File: src/rtl/teeter_pkg.sv
// Shared types and constants for the teeter board hole scanner.
package teeter_pkg;

    localparam int COORD_W = 10;  // pixel coordinate width
    localparam int SQ_W    = 20;  // square of one axis difference
    localparam int ACC_W   = 21;  // sum of two squares, cannot overflow

    typedef enum logic [2:0] {
        ST_IDLE,
        ST_FETCH,
        ST_SQX,
        ST_SQY,
        ST_CMP,
        ST_DONE
    } state_t;

    // Capture radius squared, sized to the accumulator for the compare
    function automatic logic [ACC_W-1:0] radius_sq(input int unsigned radius);
        return ACC_W'(radius * radius);
    endfunction

endpackage

File: src/rtl/hole_scan_ctrl_if.sv
// Frame/ball/ROM/result signals between ball physics, hole ROM, game logic and the scanner.
interface hole_scan_ctrl_if #(
    parameter int NUM_HOLES = 8
) ();
    localparam int IW = $clog2(NUM_HOLES);

    logic          i_frame_tick;
    logic [9:0]    i_bl_x;
    logic [9:0]    i_bl_y;
    logic [IW-1:0] o_hole_idx;
    logic [9:0]    i_hole_pos_x;
    logic [9:0]    i_hole_pos_y;
    logic          o_busy;
    logic          o_done;
    logic          o_hit;
    logic [IW-1:0] o_hit_idx;
    logic          o_goal;

    // The scanner itself
    modport slave (
        input  i_frame_tick, i_bl_x, i_bl_y, i_hole_pos_x, i_hole_pos_y,
        output o_hole_idx, o_busy, o_done, o_hit, o_hit_idx, o_goal
    );

    // Whoever drives the frame tick, ball position and ROM data
    modport master (
        output i_frame_tick, i_bl_x, i_bl_y, i_hole_pos_x, i_hole_pos_y,
        input  o_hole_idx, o_busy, o_done, o_hit, o_hit_idx, o_goal
    );

endinterface

File: src/rtl/hole_scan_ctrl_abs_diff_sq.sv
// Combinational |a-b|^2 on unsigned coordinates; the single shared squarer.
module abs_diff_sq
    import teeter_pkg::*;
(
    input  logic [COORD_W-1:0] a,
    input  logic [COORD_W-1:0] b,
    output logic [SQ_W-1:0]    sq
);

    logic [COORD_W-1:0] diff;
    logic [SQ_W-1:0]    diff_ext;

    // Absolute difference (never a wrapped subtraction), then square
    always_comb begin
        // NOTE: every signal written here gets a value on every path first, so no latch is inferred.
        diff     = '0;
        diff_ext = '0;
        sq       = '0;
        if (a >= b) begin
            diff = a - b;
        end else begin
            diff = b - a;
        end
        diff_ext = SQ_W'(diff);
        sq       = diff_ext * diff_ext;
    end

endmodule

File: src/rtl/hole_scan_ctrl.sv
// Per-frame hole scanner: walks the hole table with one shared squarer and
// reports the first hole whose capture radius contains the ball.
module hole_scan_ctrl
    import teeter_pkg::*;
#(
    parameter int NUM_HOLES = 8,
    parameter int RADIUS    = 16,
    parameter int GOAL_IDX  = 0
) (
    input  logic             i_clk,
    input  logic             i_rst,
    hole_scan_ctrl_if.slave  bus
);

    localparam int                IW       = $clog2(NUM_HOLES);
    localparam logic [ACC_W-1:0]  RAD_SQ   = radius_sq(RADIUS);
    localparam logic [IW-1:0]     LAST_IDX = IW'(NUM_HOLES - 1);
    localparam logic [IW-1:0]     GOAL     = IW'(GOAL_IDX);

    state_t             state;
    logic [COORD_W-1:0] ball_x;
    logic [COORD_W-1:0] ball_y;
    logic [IW-1:0]      idx;
    logic [SQ_W-1:0]    dxsq;
    logic [ACC_W-1:0]   acc;
    logic               busy;
    logic               done;
    logic               hit;
    logic [IW-1:0]      hit_idx;
    logic               goal;

    logic [COORD_W-1:0] op_a;
    logic [COORD_W-1:0] op_b;
    logic [SQ_W-1:0]    sq;

    // Squarer operand mux: Y pair during SQY, X pair otherwise
    always_comb begin
        op_a = ball_x;
        op_b = bus.i_hole_pos_x;
        if (state == ST_SQY) begin
            op_a = ball_y;
            op_b = bus.i_hole_pos_y;
        end
    end

    abs_diff_sq u_abs_diff_sq (
        .a  (op_a),
        .b  (op_b),
        .sq (sq)
    );

    // Scan FSM with registered outputs; reset aborts a scan and clears results
    always_ff @(posedge i_clk) begin
        // NOTE: state registers use non-blocking assignments so every register sees pre-edge values.
        if (i_rst) begin
            state   <= ST_IDLE;
            ball_x  <= '0;
            ball_y  <= '0;
            idx     <= '0;
            dxsq    <= '0;
            acc     <= '0;
            busy    <= 1'b0;
            done    <= 1'b0;
            hit     <= 1'b0;
            hit_idx <= '0;
            goal    <= 1'b0;
        end else begin
            case (state)
                ST_IDLE: begin
                    if (bus.i_frame_tick) begin
                        ball_x <= bus.i_bl_x;
                        ball_y <= bus.i_bl_y;
                        idx    <= '0;
                        busy   <= 1'b1;
                        state  <= ST_FETCH;
                    end
                end
                // ROM address is already idx; its data lands for SQX
                ST_FETCH: begin
                    state <= ST_SQX;
                end
                ST_SQX: begin
                    dxsq  <= sq;
                    state <= ST_SQY;
                end
                ST_SQY: begin
                    acc   <= ACC_W'(dxsq) + ACC_W'(sq);
                    state <= ST_CMP;
                end
                ST_CMP: begin
                    if (acc <= RAD_SQ) begin
                        hit     <= 1'b1;
                        hit_idx <= idx;
                        goal    <= (idx == GOAL);
                        done    <= 1'b1;
                        state   <= ST_DONE;
                    end else if (idx == LAST_IDX) begin
                        hit     <= 1'b0;
                        hit_idx <= '0;
                        goal    <= 1'b0;
                        done    <= 1'b1;
                        state   <= ST_DONE;
                    end else begin
                        idx   <= idx + 1'b1;
                        state <= ST_FETCH;
                    end
                end
                ST_DONE: begin
                    done  <= 1'b0;
                    busy  <= 1'b0;
                    state <= ST_IDLE;
                end
                default: begin
                    done  <= 1'b0;
                    busy  <= 1'b0;
                    state <= ST_IDLE;
                end
            endcase
        end
    end

    assign bus.o_hole_idx = idx;
    assign bus.o_busy     = busy;
    assign bus.o_done     = done;
    assign bus.o_hit      = hit;
    assign bus.o_hit_idx  = hit_idx;
    assign bus.o_goal     = goal;

endmodule

File: src/flat_wrapper.sv
// flat-port wrapper written by rule: the top's interface ports become plain ports
module hole_scan_ctrl_flat import teeter_pkg::*;
#(
    parameter int NUM_HOLES = 8,
    parameter int RADIUS    = 16,
    parameter int GOAL_IDX  = 0
)
  (i_clk, i_rst, bus_i_frame_tick, bus_i_bl_x, bus_i_bl_y, bus_i_hole_pos_x, bus_i_hole_pos_y, bus_o_hole_idx, bus_o_busy, bus_o_done, bus_o_hit, bus_o_hit_idx, bus_o_goal);
  hole_scan_ctrl_if #(.NUM_HOLES(NUM_HOLES)) bus_i ();
  input  logic i_clk;
  input  logic i_rst;
  input wire logic [$bits(bus_i.i_frame_tick)-1:0] bus_i_frame_tick;
  input wire logic [$bits(bus_i.i_bl_x)-1:0] bus_i_bl_x;
  input wire logic [$bits(bus_i.i_bl_y)-1:0] bus_i_bl_y;
  input wire logic [$bits(bus_i.i_hole_pos_x)-1:0] bus_i_hole_pos_x;
  input wire logic [$bits(bus_i.i_hole_pos_y)-1:0] bus_i_hole_pos_y;
  output wire logic [$bits(bus_i.o_hole_idx)-1:0] bus_o_hole_idx;
  output wire logic [$bits(bus_i.o_busy)-1:0] bus_o_busy;
  output wire logic [$bits(bus_i.o_done)-1:0] bus_o_done;
  output wire logic [$bits(bus_i.o_hit)-1:0] bus_o_hit;
  output wire logic [$bits(bus_i.o_hit_idx)-1:0] bus_o_hit_idx;
  output wire logic [$bits(bus_i.o_goal)-1:0] bus_o_goal;
  assign bus_i.i_frame_tick = bus_i_frame_tick;
  assign bus_i.i_bl_x = bus_i_bl_x;
  assign bus_i.i_bl_y = bus_i_bl_y;
  assign bus_i.i_hole_pos_x = bus_i_hole_pos_x;
  assign bus_i.i_hole_pos_y = bus_i_hole_pos_y;
  assign bus_o_hole_idx = bus_i.o_hole_idx;
  assign bus_o_busy = bus_i.o_busy;
  assign bus_o_done = bus_i.o_done;
  assign bus_o_hit = bus_i.o_hit;
  assign bus_o_hit_idx = bus_i.o_hit_idx;
  assign bus_o_goal = bus_i.o_goal;
  hole_scan_ctrl #(.NUM_HOLES(NUM_HOLES), .RADIUS(RADIUS), .GOAL_IDX(GOAL_IDX)) u_core (.i_clk(i_clk), .i_rst(i_rst), .bus(bus_i));
endmodule
File: config.mk
export PLATFORM = sky130hd
export DESIGN_NAME = hole_scan_ctrl_flat
export DESIGN_NICKNAME = d
export VERILOG_FILES = /design/src/rtl/teeter_pkg.sv /design/src/rtl/hole_scan_ctrl_if.sv /design/src/rtl/hole_scan_ctrl_abs_diff_sq.sv /design/src/rtl/hole_scan_ctrl.sv /design/src/flat_wrapper.sv
export SDC_FILE = /design/constraint.sdc
export NUM_CORES = 1
export LEC_CHECK = 0
export ABC_AREA = 1
export ABC_CLOCK_PERIOD_IN_PS = 10800
export BUFFER_PORTS_ARGS = -buffer_cell sky130_fd_sc_hd__buf_2
export CORE_MARGIN = 2
export CORE_UTILIZATION = 60
export CTS_CLUSTER_DIAMETER = 40
export DETAILED_ROUTE_END_ITERATION = 16
export HOLD_SLACK_MARGIN = 0.03
export PLACE_DENSITY = 0.77
export RECOVER_POWER = 50
export SYNTH_ARGS = -nofsm -noshare
export SYNTH_HDL_FRONTEND = slang
export SYNTH_SLANG_ARGS = --single-unit
File: constraint.sdc
create_clock -name i_clk -period 10.8 [get_ports i_clk]
set_input_delay 0.54 -clock i_clk [delete_from_list [all_inputs] [get_ports i_clk]]
set_output_delay 0.54 -clock i_clk [all_outputs]
set_load 0.02 [all_outputs]
* Word level (Yosys, flattened, before mapping)
Cells that the tools add are included.
Cells by class: $add $sub $neg 4, multipliers 1, magnitude comparators 2, eq/ne operators 9, muxes and demuxes 21, bitwise operators 2, reduce and logical (&&, ||, !) cells 11
Operator list (count):
- $mux W10 | 3
- $mux W3 | 8
- $add A20 B20 Y21 | 1
- $le A21 B9 Y1 const B | 1
- $mul A10 B10 Y20 | 1
- $sub A10 B10 Y10 | 2
- $pmux W3 S5 | 1
- $ge A10 B10 Y1 | 1
- $reduce_and A2 Y1 | 4
- $reduce_or A4 Y1 | 2
- $eq A3 B2 Y1 const B | 2
- $eq A3 B3 Y1 const B | 2
- $logic_not A3 Y1 | 2
- $mux W1 | 6
- $ne A2 B2 Y1 const B | 3
- $pmux W3 S2 | 1
- $pmux W1 S2 | 2
- $reduce_and A4 Y1 | 1
- $reduce_bool A2 Y1 | 2
- $add A3 B1 Y3 const B | 1
- $eq A3 B1 Y1 const B | 1
- $ne A3 B1 Y1 const B | 1
- $not A1 Y1 | 2
Storage, ports and cells: register bits after elaboration 74, bits of input ports 43, logic and storage cells 61

* Longest topological paths before layout
depth in word-level cells 6, mapped depth 53, gate-level depth less buffers 49

* Modules after synthesis
Synthesis repeated with hierarchy kept, for this count alone.
Second synthesis, totals: cells, all modules 1182, area, all modules 8044.0 sq um
By module, submodules not included:
- hole_scan_ctrl | times used 1, cells each 650, area each 4267.8 sq um, seq. area each 1481.4 sq um
- abs_diff_sq | times used 1, cells each 532, area each 3776.1 sq um, seq. area each 0.0 sq um

* Worst setup path before layout
Ideal clock, no wire load.
kind flip-flop to flip-flop, start point register u_core.state[1], end point register u_core.acc[19], setup time 0.116 ns, arrival time 8.092 ns, setup slack 2.592 ns, cell stages (with the launch flop) 47, period minus slack after synthesis 8.208 ns, cell sequence dfxtp_1 nand2_1 nor2_1 inv_1 clkbuf_1 clkbuf_1 o21ai_0 inv_1 ha_1 fa_1 inv_1 nand2_1 nand3_2 nand2_2 nand2_4 buf_12 nand2_1 o21ai_2 [... 11 more ...] ha_1 nand2_1 o21ai_0 a21oi_1 o21ai_0 xor2_1 ha_1 nand2_1 nor2_1 inv_1 nor4_1 nand4_1 o211ai_1 nand2_1 inv_1 o21ai_0 o211ai_1 inv_1
Between the ends: longest elaborated chain between the ends 6, elaborated cells on any way between the ends 9, classes of those cells add/sub: 3; mul: 1; order compare: 1; eq/ne: 1; mux: 3
Ends and longest elaborated chain:
- start, declared | line hole_scan_ctrl.sv:20 | state_t state;
- start signal, assigned | line hole_scan_ctrl.sv:56 | state <= ST_IDLE;
- start signal, assigned | line hole_scan_ctrl.sv:75 | state <= ST_FETCH;
- start signal, assigned | line hole_scan_ctrl.sv:80 | state <= ST_SQX;
- $eq A3 B2 Y1 * | line hole_scan_ctrl.sv:40 | if (state == ST_SQY) begin
- $mux W10 | line hole_scan_ctrl.sv:40
- $sub A10 B10 Y10 (tied with other cells) | line hole_scan_ctrl_abs_diff_sq.sv:22 | diff = b - a;
- $mux W10 * | line hole_scan_ctrl_abs_diff_sq.sv:19 | if (a >= b) begin
- $mul A10 B10 Y20 * | line hole_scan_ctrl_abs_diff_sq.sv:25 | sq = diff_ext * diff_ext;
- net u_core.sq[12] | line hole_scan_ctrl.sv:34 | logic [SQ_W-1:0] sq;
- $add A20 B20 Y21 * | line hole_scan_ctrl.sv:87 | acc <= ACC_W'(dxsq) + ACC_W'(sq);
- end signal, assigned | line hole_scan_ctrl.sv:87
- end, declared | line hole_scan_ctrl.sv:25 | logic [ACC_W-1:0] acc;
The timed path passes the listed nets; every way through them passes the cells marked *. A chain may end at the register's enable or synchronous reset.

* Worst setup path after layout
start point register u_core.state[0], end point register u_core.acc[19]
The elaborated chain is that of the path after synthesis.

==> out/metrics.csv <==
metric;value;unit
HP Class;reg -> reg;
CP Capture Type;register;
Worst Skew;6.98;ps
global-route wire length before repair;29.4;mm
final std cells w/o fill;1286;
unrepaired setup endpoints after global routing;no;
post-cts hold buffer count;0;
Initial Utilization;61.5;%
floorplan row count;41;
via density per instance;5.14;
number of pins with negative max-slew slack in the final report;0;
deepest clock path buffer count;2;
Gate Count Post-Synth;1072;
die footprint;0.0139;sq mm
most frequent cell after synthesis;inv_1;
Syn Nets;1257;
diodes inserted;0;
Unique masters post-synth;44;
IO Pins;53;
synth top area cells;dfxtp_1 (19%), ha_1 (15%), fa_1 (13%);
mapped cell area;0.00780;sq mm
Worst-path clk slew;60;ps
number of synthesized flops with an enable pin;0;
max cap viols;0;
CTS Buf Count;9;
worst path arrival time;9430;ps
Final ANT Viol Nets;0;
# DRC;0;
Startpoint Class;register;
cell count after placement;1270;
Final setup viols;0;
Slew headroom;1.13;%
fmax;109;MHz
die width;118;um
initial antenna violation count;0;
fraction of registers with async set/reset;0;%
CTS resizes;0;
max incr delay on CP;590;ps
Req. time, crit path;11030;ps
die height;118;um
CTS H-tree lvls;3;
Yosys top cell area share;18.7;%
final hold slack;449;ps
top post-synthesis cells by count;inv_1 (218), nand2_1 (153), ha_1 (91), nor2_1 (91);
number of synthesis warnings;0;
critical path class;reg -> reg;
final worst path period share;85.2;%
Yosys top cell by area;dfxtp_1;
pin count of the biggest net entering global routing;41;
#FFs+latches synth;73;
final instance area;0.00844;sq mm
Critical Path Most Common Cell;inv_1;
layout cells sized above 1;11.0;%
synthesis-to-layout area growth;8.23;%
Setup Buffers After CTS;0;
Worst-Skew Late Latency;340;ps
IO buf count;52;
CTS root buffer;clkbuf_16;
CP Max Fanout;31;
Seq/Total Area, Yosys;18.7;%
Post-synth top flop;dfxtp_1;
Overall Global Routing Usage;25.6;%
total negative slack;0;ps
status;completed;
RD Place Congestion;0.897;
Worst-Margin Slew;1480;ps
Vias;6607;
global route overflow;0;
CTS tree;done;
vias in the first global route;6543;
final net count;1294;
drt pass-1 iters;5;
post-DR wirelength/cell;13.0;um
minimum clock period after layout;9210;ps
Core ar.;0.0127;sq mm
final hold viol count;0;
CP max-delay cell;o21ai_0;
Post-Route WL;16.8;mm
Clock Sink Count;73;
syn_area_per_cell;7.27;sq um
DP Area;0.00817;sq mm
initial drt markers;436;
Final HPWL DP;13.7;mm
## cell type report
| cell class | instances | area, sq um |
|---|---|---|
| clock inverter | 7 | 53.8 |
| tap | 172 | 215 |
| clock buffer | 9 | 225 |
| timing repair buffer | 55 | 269 |
| multi-input combinational | 746 | 5370 |
| sequential | 73 | 1460 |
| inverter | 224 | 841 |
| fill | 1147 | 4230 |
## per-stage QoR
stage                     utilization, %  worst slack, ps
after floorplan                        -             2590
after CTS                           66.7             1640
final                               66.6             1590
after global routing                66.6              859
after detailed placement            64.5             1660
after global placement              64.5             1750
## cells in the final DEF, fill, tap and decap left out, types with 3 or more instances in the layout
| cell type | instances |
|---|---|
| nand4_1 | 4 |
| buf_4 | 3 |
| o21a_1 | 4 |
| nor2_1 | 90 |
| xor2_4 | 3 |
| nand2_4 | 3 |
| buf_2 | 41 |
| nor3_1 | 7 |
| o21ai_4 | 3 |
| o21ai_0 | 83 |
| fa_1 | 51 |
| a21o_1 | 4 |
| nor4_1 | 6 |
| nand2_1 | 153 |
| o211ai_1 | 3 |
| clkbuf_16 | 9 |
| nand2_2 | 12 |
| a31oi_1 | 3 |
| clkbuf_1 | 11 |
| a21boi_0 | 4 |
| o21bai_1 | 17 |
| xor2_1 | 31 |
| a21oi_1 | 83 |
| or2_2 | 10 |
| inv_6 | 3 |
| o21ai_1 | 6 |
| inv_2 | 6 |
| dfxtp_1 | 73 |
| ha_1 | 91 |
| inv_1 | 218 |
| nor2_2 | 18 |
| nand3_1 | 31 |
| xnor2_1 | 7 |
## sequential cells by signal, indices dropped and copies added (netlist names)
signal                 flops
u_core.bus.o_hit           1
u_core.acc                21
u_core.ball_x             10
u_core.bus.o_done          1
u_core.bus.o_busy          1
u_core.dxsq               19
u_core.ball_y             10
u_core.bus.o_goal          1
u_core.bus.o_hit_idx       3
u_core.state               3
u_core.bus.o_hole_idx      3
## path summary, 6_finish.rpt
| path | slack, ps | from | cells past startpoint | end |
|---|---|---|---|---|
| worst min register to register | 450 | u_core.ball_y[2] | 2 | u_core.ball_y[2] |
| worst max-delay path | 1590 | u_core.state[0] | 42 | u_core.acc[19] |
| worst min-delay path | 450 | u_core.ball_y[2] | 2 | u_core.ball_y[2] |
| worst max register to register | 1590 | u_core.state[0] | 42 | u_core.acc[19] |
## cells by family (layout without fill, tap and decap cells)
family / after synthesis / count (layout) / synth area share [%]
xor+xnor: 43 / 43 / 5.74
compound gates: 220 / 220 / 16.1
flops: 73 / 73 / 18.7
fa+ha+maj: 142 / 142 / 27.7
buf+inv: 253 / 295 / 12.4
simple gates: 339 / 339 / 19.0
mux: 2 / 2 / 0.257
## layer usage
| metal | up-vias | share of wire, % | global-route usage [%] |
|---|---|---|---|
| met4 | 0 | 2.1 | 7.98 |
| li1 | 3448 | - | - |
| met3 | 28 | 4.0 | 3.54 |
| met1 | 3006 | 48 | 34.6 |
| met2 | 125 | 46 | 42.7 |
| met5 | - | 0 | 0 |
## worst max-delay path: cells and delay by family (launching register included)
family / cells / cell delay [ps]
xor gates and xnor gates: 2 / 730
adders and majority gates: 8 / 3710
and+or+nand+nor: 14 / 1680
AOI/OAI and AO/OA: 8 / 1580
buffers and inverters: 10 / 1000
DFF: 1 / 380
Power is not shown: default switching activity piles up to over one toggle a cycle in this logic, so the estimate is an artifact.
